File: src/rtl/ex_div_iter_pkg.sv
// Shared definitions for the iterative execute-stage divider:
// FSM state encodings, ready/start levels and the divide aluop codes.
package ex_div_iter_pkg;

    typedef enum logic [1:0] {
        DivFree   = 2'b00,
        DivByZero = 2'b01,
        DivOn     = 2'b10,
        DivEnd    = 2'b11
    } div_state_t;

    localparam logic DivResultReady    = 1'b1;
    localparam logic DivResultNotReady = 1'b0;
    localparam logic DivStart          = 1'b1;
    localparam logic DivStop           = 1'b0;

    localparam logic [7:0] EXE_DIV_OP  = 8'b0001_1010;
    localparam logic [7:0] EXE_DIVU_OP = 8'b0001_1011;

endpackage

File: src/rtl/ex_div_step.sv
// One radix-2 restoring-division step: shift the working register left by
// one, trial-subtract the divisor from the upper half and shift in the
// resulting quotient bit. Purely combinational so a radix-4 variant can
// chain two of these.
module ex_div_step #(
    parameter int DATA_W = 32
) (
    input  logic [2*DATA_W:0] work_i,
    input  logic [DATA_W-1:0] divisor_i,
    output logic [2*DATA_W:0] work_o,
    output logic              q_bit_o
);

    logic [2*DATA_W+1:0] shifted;
    logic [DATA_W+1:0]   upper;
    logic [DATA_W+1:0]   diff;

    // Shift, trial-subtract, keep the difference when it did not borrow.
    always_comb begin
        shifted = {work_i, 1'b0};
        upper   = shifted[2*DATA_W+1:DATA_W];
        diff    = upper - {2'b00, divisor_i};
        q_bit_o = ~diff[DATA_W+1];
        if (q_bit_o) begin
            work_o = {diff[DATA_W:0], shifted[DATA_W-1:1], 1'b1};
        end else begin
            work_o = shifted[2*DATA_W:0];
        end
    end

endmodule

File: src/rtl/ex_div_iter.sv
// Multi-cycle iterative divider (DIV/DIVU) for the execute stage.
// One quotient bit per clock on magnitudes, sign fix-up on the final step.
// result_o = {remainder, quotient}, valid while ready_o is high.
// Optional build macro EX_DIV_EARLY_EXIT_EN: skip the dividend's leading
// zeros so small dividends finish in fewer cycles (same results).
module ex_div_iter
    import ex_div_iter_pkg::*;
#(
    parameter int DATA_W = 32,
    parameter int CNT_W  = $clog2(DATA_W) + 1
) (
    input  logic                  clk,
    input  logic                  rst,
    input  logic                  signed_i,
    input  logic [DATA_W-1:0]     dividend_i,
    input  logic [DATA_W-1:0]     divisor_i,
    input  logic                  start_i,
    input  logic                  annul_i,
    output logic [2*DATA_W-1:0]   result_o,
    output logic                  ready_o
);

    div_state_t          state_reg;
    logic [2*DATA_W:0]   work_reg;
    logic [DATA_W-1:0]   divisor_reg;
    logic [CNT_W-1:0]    cnt_reg;
    logic                q_neg_reg;
    logic                r_neg_reg;
    logic                signed_reg;
    logic [2*DATA_W-1:0] result_reg;
    logic                ready_reg;

    logic [DATA_W-1:0]   dividend_mag;
    logic [DATA_W-1:0]   divisor_mag;
    logic [2*DATA_W:0]   init_work;
    logic [CNT_W-1:0]    init_cnt;
    logic [2*DATA_W:0]   step_work;
    logic                step_q;
    logic [DATA_W-1:0]   quot_raw;
    logic [DATA_W-1:0]   rem_raw;
    logic [DATA_W-1:0]   quot_fix;
    logic [DATA_W-1:0]   rem_fix;

    // Operand magnitudes; DIVU operands are taken as-is.
    assign dividend_mag = (signed_i && dividend_i[DATA_W-1]) ? -dividend_i : dividend_i;
    assign divisor_mag  = (signed_i && divisor_i[DATA_W-1])  ? -divisor_i  : divisor_i;

`ifdef EX_DIV_EARLY_EXIT_EN
    logic [CNT_W-1:0] lead_zeros;

    // Leading-zero count of the dividend magnitude, capped at DATA_W-1 so a
    // zero dividend still runs one step.
    always_comb begin
        lead_zeros = CNT_W'(DATA_W - 1);
        for (int i = 0; i < DATA_W; i++) begin
            if (dividend_mag[i]) begin
                lead_zeros = CNT_W'(DATA_W - 1 - i);
            end
        end
    end

    assign init_work = {{(DATA_W+1){1'b0}}, dividend_mag << lead_zeros};
    assign init_cnt  = lead_zeros;
`else
    assign init_work = {{(DATA_W+1){1'b0}}, dividend_mag};
    assign init_cnt  = '0;
`endif

    ex_div_step #(
        .DATA_W (DATA_W)
    ) u_step (
        .work_i    (work_reg),
        .divisor_i (divisor_reg),
        .work_o    (step_work),
        .q_bit_o   (step_q)
    );

    // Final-step values: raw magnitudes from the step, then sign fix-up.
    assign quot_raw = {step_work[DATA_W-1:1], step_q};
    assign rem_raw  = step_work[2*DATA_W-1:DATA_W];
    assign quot_fix = (signed_reg && q_neg_reg) ? -quot_raw : quot_raw;
    assign rem_fix  = (signed_reg && r_neg_reg) ? -rem_raw  : rem_raw;

    // Divider FSM: accept, iterate, publish and hold the result.
    always_ff @(posedge clk or negedge rst) begin
        if (!rst) begin
            state_reg   <= DivFree;
            work_reg    <= '0;
            divisor_reg <= '0;
            cnt_reg     <= '0;
            q_neg_reg   <= 1'b0;
            r_neg_reg   <= 1'b0;
            signed_reg  <= 1'b0;
            result_reg  <= '0;
            ready_reg   <= DivResultNotReady;
        end else begin
            case (state_reg)
                DivFree: begin
                    if (start_i == DivStart && !annul_i) begin
                        if (divisor_i == '0) begin
                            state_reg <= DivByZero;
                        end else begin
                            state_reg   <= DivOn;
                            work_reg    <= init_work;
                            divisor_reg <= divisor_mag;
                            q_neg_reg   <= dividend_i[DATA_W-1] ^ divisor_i[DATA_W-1];
                            r_neg_reg   <= dividend_i[DATA_W-1];
                            signed_reg  <= signed_i;
                            cnt_reg     <= init_cnt;
                        end
                    end
                end
                DivByZero: begin
                    if (annul_i) begin
                        state_reg <= DivFree;
                    end else begin
                        state_reg  <= DivEnd;
                        result_reg <= '0;
                        ready_reg  <= DivResultReady;
                    end
                end
                DivOn: begin
                    if (annul_i) begin
                        state_reg <= DivFree;
                    end else begin
                        work_reg <= step_work;
                        cnt_reg  <= cnt_reg + 1'b1;
                        if (cnt_reg == CNT_W'(DATA_W - 1)) begin
                            result_reg <= {rem_fix, quot_fix};
                            ready_reg  <= DivResultReady;
                            state_reg  <= DivEnd;
                        end
                    end
                end
                DivEnd: begin
                    if (annul_i || start_i == DivStop) begin
                        state_reg  <= DivFree;
                        result_reg <= '0;
                        ready_reg  <= DivResultNotReady;
                    end
                end
                default: begin
                    state_reg <= DivFree;
                end
            endcase
        end
    end

    assign result_o = result_reg;
    assign ready_o  = ready_reg;

endmodule

File: config.mk
export PLATFORM = sky130hd
export DESIGN_NAME = ex_div_iter
export DESIGN_NICKNAME = d
export VERILOG_FILES = /design/src/rtl/ex_div_iter_pkg.sv /design/src/rtl/ex_div_step.sv /design/src/rtl/ex_div_iter.sv
export SDC_FILE = /design/constraint.sdc
export NUM_CORES = 1
export LEC_CHECK = 0
export CELL_PAD_IN_SITES_DETAIL_PLACEMENT = 0
export CELL_PAD_IN_SITES_GLOBAL_PLACEMENT = 1
export CORE_MARGIN = 2
export CORE_UTILIZATION = 39
export DETAILED_ROUTE_END_ITERATION = 10
export GPL_TIMING_DRIVEN = 0
export PLACE_DENSITY_LB_ADDON = 0.05
export RECOVER_POWER = 50
export SYNTH_ARGS = -nofsm -noshare
export SYNTH_HDL_FRONTEND = slang
export SYNTH_SLANG_ARGS = --single-unit
File: constraint.sdc
create_clock -name clk -period 4.25 [get_ports clk]
set_input_delay 0.85 -clock clk [delete_from_list [all_inputs] [get_ports clk]]
set_output_delay 0.85 -clock clk [all_outputs]
set_load 0.01 [all_outputs]
== Yosys cells after proc, flatten, opt, wreduce, memory -nomap -nowiden ==
Cells that the tools add are included.
Cells by class
  add/subtract/negate cells: 6
  multipliers: 0
  divide/modulo/power cells: 0
  order comparisons: 0
  equal/unequal tests: 11
  shifts and indexed selects: 0
  muxes and demuxes: 30
  bitwise gates (word level): 4
  reduce and logical (&&, ||, !) cells: 15
Operators with widths (number)
  $mux W65: 4
  $mux W64: 4
  $pmux W64 S3: 1
  $pmux W65 S2: 1
  $mux W32: 4
  $neg A32 Y32: 4
  $sub A34 B32 Y34: 1
  $logic_not A32 Y1: 1
  $mux W6: 3
  $mux W2: 6
  $ne A2 B2 Y1 const B: 6
  $pmux W6 S2: 1
  $pmux W2 S4: 1
  $add A6 B1 Y6 const B: 1
  $eq A6 B5 Y1 const B: 1
  $reduce_and A3 Y1: 2
  $logic_and A1 B1 Y1: 5
  $reduce_and A5 Y1: 1
  $eq A2 B2 Y1 const B: 2
  $mux W1: 4
  $reduce_and A4 Y1: 1
  $ne A3 B3 Y1 const B: 1
  $not A1 Y1: 3
  $pmux W1 S3: 1
  other kinds (7): 7
Storage, ports and cells
  register bits: 173
  bits in latches: 0
  memory bits (writable): 0
  ROM bits: 0
  memories kept: 0

== Depth between registers and ports, before layout ==
  word-level depth: 7
  gate-level depth with buffers: 23
  depth with buffers taken out: 19

== Hierarchy ==
Synthesis repeated with hierarchy kept, for this count alone.
Second synthesis, totals
  cell total of the unflattened synthesis: 1450
  area total of the unflattened synthesis: 12187.9 sq um
By module, submodules not included
  ex_div_iter: instances 1, cells an instance 1112, area an instance 9734.3 sq um, sequential area each 4329.2 sq um
  ex_div_step: instances 1, cells an instance 338, area an instance 2453.6 sq um, sequential area each 0.0 sq um

== Worst setup path after synthesis ==
OpenSTA, ideal clock, no wires.
  path kind: flip-flop to flip-flop
  from: register work_reg[51]
  to: register result_reg[62], in the netlist result_o[62]
  setup time: 0.069 ns
  arrival: 4.188 ns
  data required time: 4.181 ns
  slack: -0.007 ns
  cell stages (with the launch flop): 22
  cells stage by stage: dfrtp_1 ha_1 buf_6 a21oi_4 o211ai_1 a21oi_1 nor2_1 o41a_1 nor3_4 buf_6 nor2_2 inv_1 buf_2 mux2i_1 ha_1 nand3_1 nor3_1 or2_2 clkbuf_1 o2111ai_1 or4_1 nand3_1
Between the ends
  longest elaborated chain between the ends: 7
Ends and longest elaborated chain
  start: declaration: line ex_div_iter.sv:24  | logic [2*DATA_W:0] work_reg;
  start signal: assignment: line ex_div_iter.sv:104  | work_reg <= init_work;
  start signal: assignment: line ex_div_iter.sv:126  | work_reg <= step_work;
  $sub A34 B32 Y34: line ex_div_step.sv:22  | diff = upper - {2'b00, divisor_i};
  $mux W65 *: line ex_div_step.sv:24  | if (q_bit_o) begin
  $neg A32 Y32: line ex_div_iter.sv:82  | assign rem_fix = (signed_reg && r_neg_reg) ? -rem_raw : rem_raw;
  $mux W32 *: line ex_div_iter.sv:82
  $mux W64 *: line ex_div_iter.sv:128  | if (cnt_reg == CNT_W'(DATA_W - 1)) begin
  $mux W64 *: line ex_div_iter.sv:123  | if (annul_i) begin
  $pmux W64 S3 *: line ex_div_iter.sv:97  | case (state_reg)
  end signal: assignment: line ex_div_iter.sv:129  | result_reg <= {rem_fix, quot_fix};
  end: declaration: line ex_div_iter.sv:30  | logic [2*DATA_W-1:0] result_reg;
Every way passes the cells marked *; elsewhere a longest branch is shown, timed or not. The select of a mux whose other input is x is not followed.
A chain may end at the register's enable or synchronous reset.

== Final worst setup path ==
  from: register work_reg[31]
  to: register result_reg[59], in the netlist result_o[59]
Same word-level chain as after synthesis.

==> flow_summary.toml <==
[cells_and_area]
diodes = 0
largest_reg_flops = 65
syn_to_final_growth_pct = 25.91
instances_no_fill = 2092
fin_nets = 1788
layout-drive-gt1-share = 0.1284

[global_routing]
grt_overflow = 0
grt_max_degree = 92
grt_use_total = 0.2583
antenna_found_initial = 0
grt_pass1_vias = 11340
grt_pass1_wl_mm = 66.26

[run]
cap_violations = 1

[timing]
min_period_ns = 4.116
slew_headroom = -0.4459
worst_clock_skew_ns = 0.01662
tns_ns = 0
finalCritPeriodShare = 0.9684
worstMarginPinSlew_ns = 2.169
hold_viol = 0
layout_setup_ws_ns = 0.1345
max_freq_mhz = 243.0
drv_slew = 84
whs_ns = 0.4716
setup_viol = 0

[worst_setup_path]
cp-startpoint = "work_reg[31]"
arrival_ns = 4.47
reg2reg_from = "work_reg[31]"
startpoint_type = "flip-flop"
critPathRequiredTime_ns = 4.60
crit_path_end_kind = "flip-flop"
critPathMaxFanout = 5
critPathKind = "reg -> reg"
rrSetupSlack_ns = 0.13

[power]
vdd_drop_max_mv = 0.4168
total_leakage_power_nw = 6.558
powerDensity_mw_per_mm2 = 933.2
power_mw = 14.56

[synth]
synthCells = 1489
netlist_area_sq_mm = 0.01239
synthAdderAreaFrac = 0.04302
ys_top_cells_by_count = "nand2_1, dfrtp_1, o21ai_0"
synth_seq_area_share = 0.3494
yosysMostFrequentCell = "nand2_1"
postSynthAreaPerCell_sq_um = 8.321
synth_cell_types = 97
ys_seq_elements = 173
synth_flop_cell = "dfrtp_1"
synthArstFlopShare = 1.000
syn-num-nets = 1600
ys_warn_count = 0
synth-edff-count = 0
synth_compound_area_frac = 0.2448
synth_top_family_by_area = "compound AO/OA/AOI/OAI gates"
synthMuxAreaShare = 0.02232
yosysTopAreaCell = "dfrtp_1"
synth_xor_area_frac = 0.09756
synth_area_leaders = "dfrtp_1, nand2_1, xor2_1, o21ai_0, xnor2_1"
synth_top_area_share = 0.3494
yosys.area_share.simple = 0.1902

[floorplanning]
start_util = 0.3947
die_height_um = 182.2
die_area_sq_mm = 0.03321
io_pins = 134
core_sq_mm = 0.03139
num_rows = 65
die_w_um = 182.2

[cts]
clk_latency_ns = 0.46
clockRootBuffer = "clkbuf_16"
hold_buffers = 0
cts.sinks = 173
cts_tree = "yes"
numCtsBuffers = 17
clockBufferDepth = 2
htree_levels = 4
clk_pin_slew_worst_paths_ns = 0.08

[place]
gp_congestion = 0.8831
io_buffers = 132
dp.cells = 2025
dp_worst_setup_slack_ns = -1.405
dp_hpwl_mm = 32.82

[routing]
viasPerCell = 5.748
dr.pass1.iters = 9
vias = 12030
drc = 0
drt-initial-drc-count = 933
routedWlPerCell_um = 20.52
routed_wl_mm = 42.94
ant_nets = 0

[outcome]
status = "complete, but fails checks"
violations = "max-capacitance violations, max-slew violations"

[hold_path]
min_path_type = "reg -> reg"
min-delay-start = "result_o[50]"
[timing repair]
action	4_1_cts	5_1_grt
setup endpoints to repair	60	125
gates resized for setup	46	92
setup buffers	19	18
pin swaps	18	27
[area by class of cell]
class / count / area (sq um)
flip-flops and latches: 173 / 4342
clock buffers: 17 / 425.4
clock inverters: 15 / 170.2
plain buffers: 74 / 401.6
multi-input cells: 1156 / 7824
repair buffers: 171 / 1617
well taps: 402 / 503.0
inverters: 84 / 317.8
fillers: 3112 / 15790
[worst paths after layout]
check / to / cells past startpoint
worst min-delay path: result_o[50] / 2
worst max register to register: result_o[59] / 15
min in group asynchronous: result_o[40] / 1
max in group asynchronous: work_reg[31] / 2
worst min register to register: result_o[50] / 2
worst max-delay path: result_o[59] / 15
[metal layers]
metal | vias to the layer above | GRT usage | share of wire
li1 | 5735 | - | -
met1 | 5881 | 0.3904 | 0.49
met2 | 364 | 0.3890 | 0.44
met3 | 45 | 0.03712 | 0.056
met4 | 0 | 0.05806 | 0.016
met5 | - | 0 | 0
[where the power goes]
part	switching [mW]	total, mW	leakage [nW]	internal, mW
registers	0.518	2.73	2.26	2.21
logic	6.27	10.2	4.02	3.94
clock network	0.827	1.62	0.281	0.792
total	7.61	14.6	6.56	6.95
[kinds of logic after synthesis]
group                      Yosys count
muxes                               27
and+or+nand+nor                    499
AOI/OAI and AO/OA                  450
DFF                                173
xor gates and xnor gates           138
buffers and inverters              160
adders and majority gates           42
[layout by cell type (no fill, tap or decap), drive strengths merged, types with 5 or more instances in the layout]
cell / n
nor4: 19
nand3: 31
a222oi: 22
a21boi: 5
buf: 59
a31oi: 12
mux2i: 22
inv: 91
or4: 11
a21o: 17
xor2: 76
a22oi: 8
a41oi: 6
xnor2: 62
nor3: 37
nand4: 15
clkbuf: 72
dlygate4sd3: 28
a211oi: 9
nor2b: 5
and2: 19
o41ai: 9
ha: 41
o211ai: 16
o21ai: 141
and3: 5
a21oi: 105
mux2: 5
nand2b: 7
nor2: 105
a22o: 6
o31ai: 51
dfrtp: 173
nand2: 209
clkinv: 5
or3: 16
clkdlybuf4s50: 103
[through the flow]
step | cell area [sq um] | utilization
5_1_grt | 15600 | 0.4969
2_1_floorplan | 12390 | -
3_3_place_gp | 14210 | 0.4528
3_5_place_dp | 14260 | 0.4542
6_report | 15600 | 0.4969
4_1_cts | 15150 | 0.4827
[worst max-delay path, cell delays in order (launching register included)]
cell	delay, ns
dfrtp_2	0.46
inv_1	0.07
ha_1	0.14
inv_1	0.05
fa_2	0.38
a211oi_4	0.32
o211ai_4	0.15
a41oi_2	0.20
a21oi_1	0.16
or3_4	0.36
a221oi_2	0.32
or4b_1	0.51
a22oi_2	0.23
and4_4	0.31
o21ai_2	0.06
a32o_1	0.27
Power figures use the tool's default switching activity.
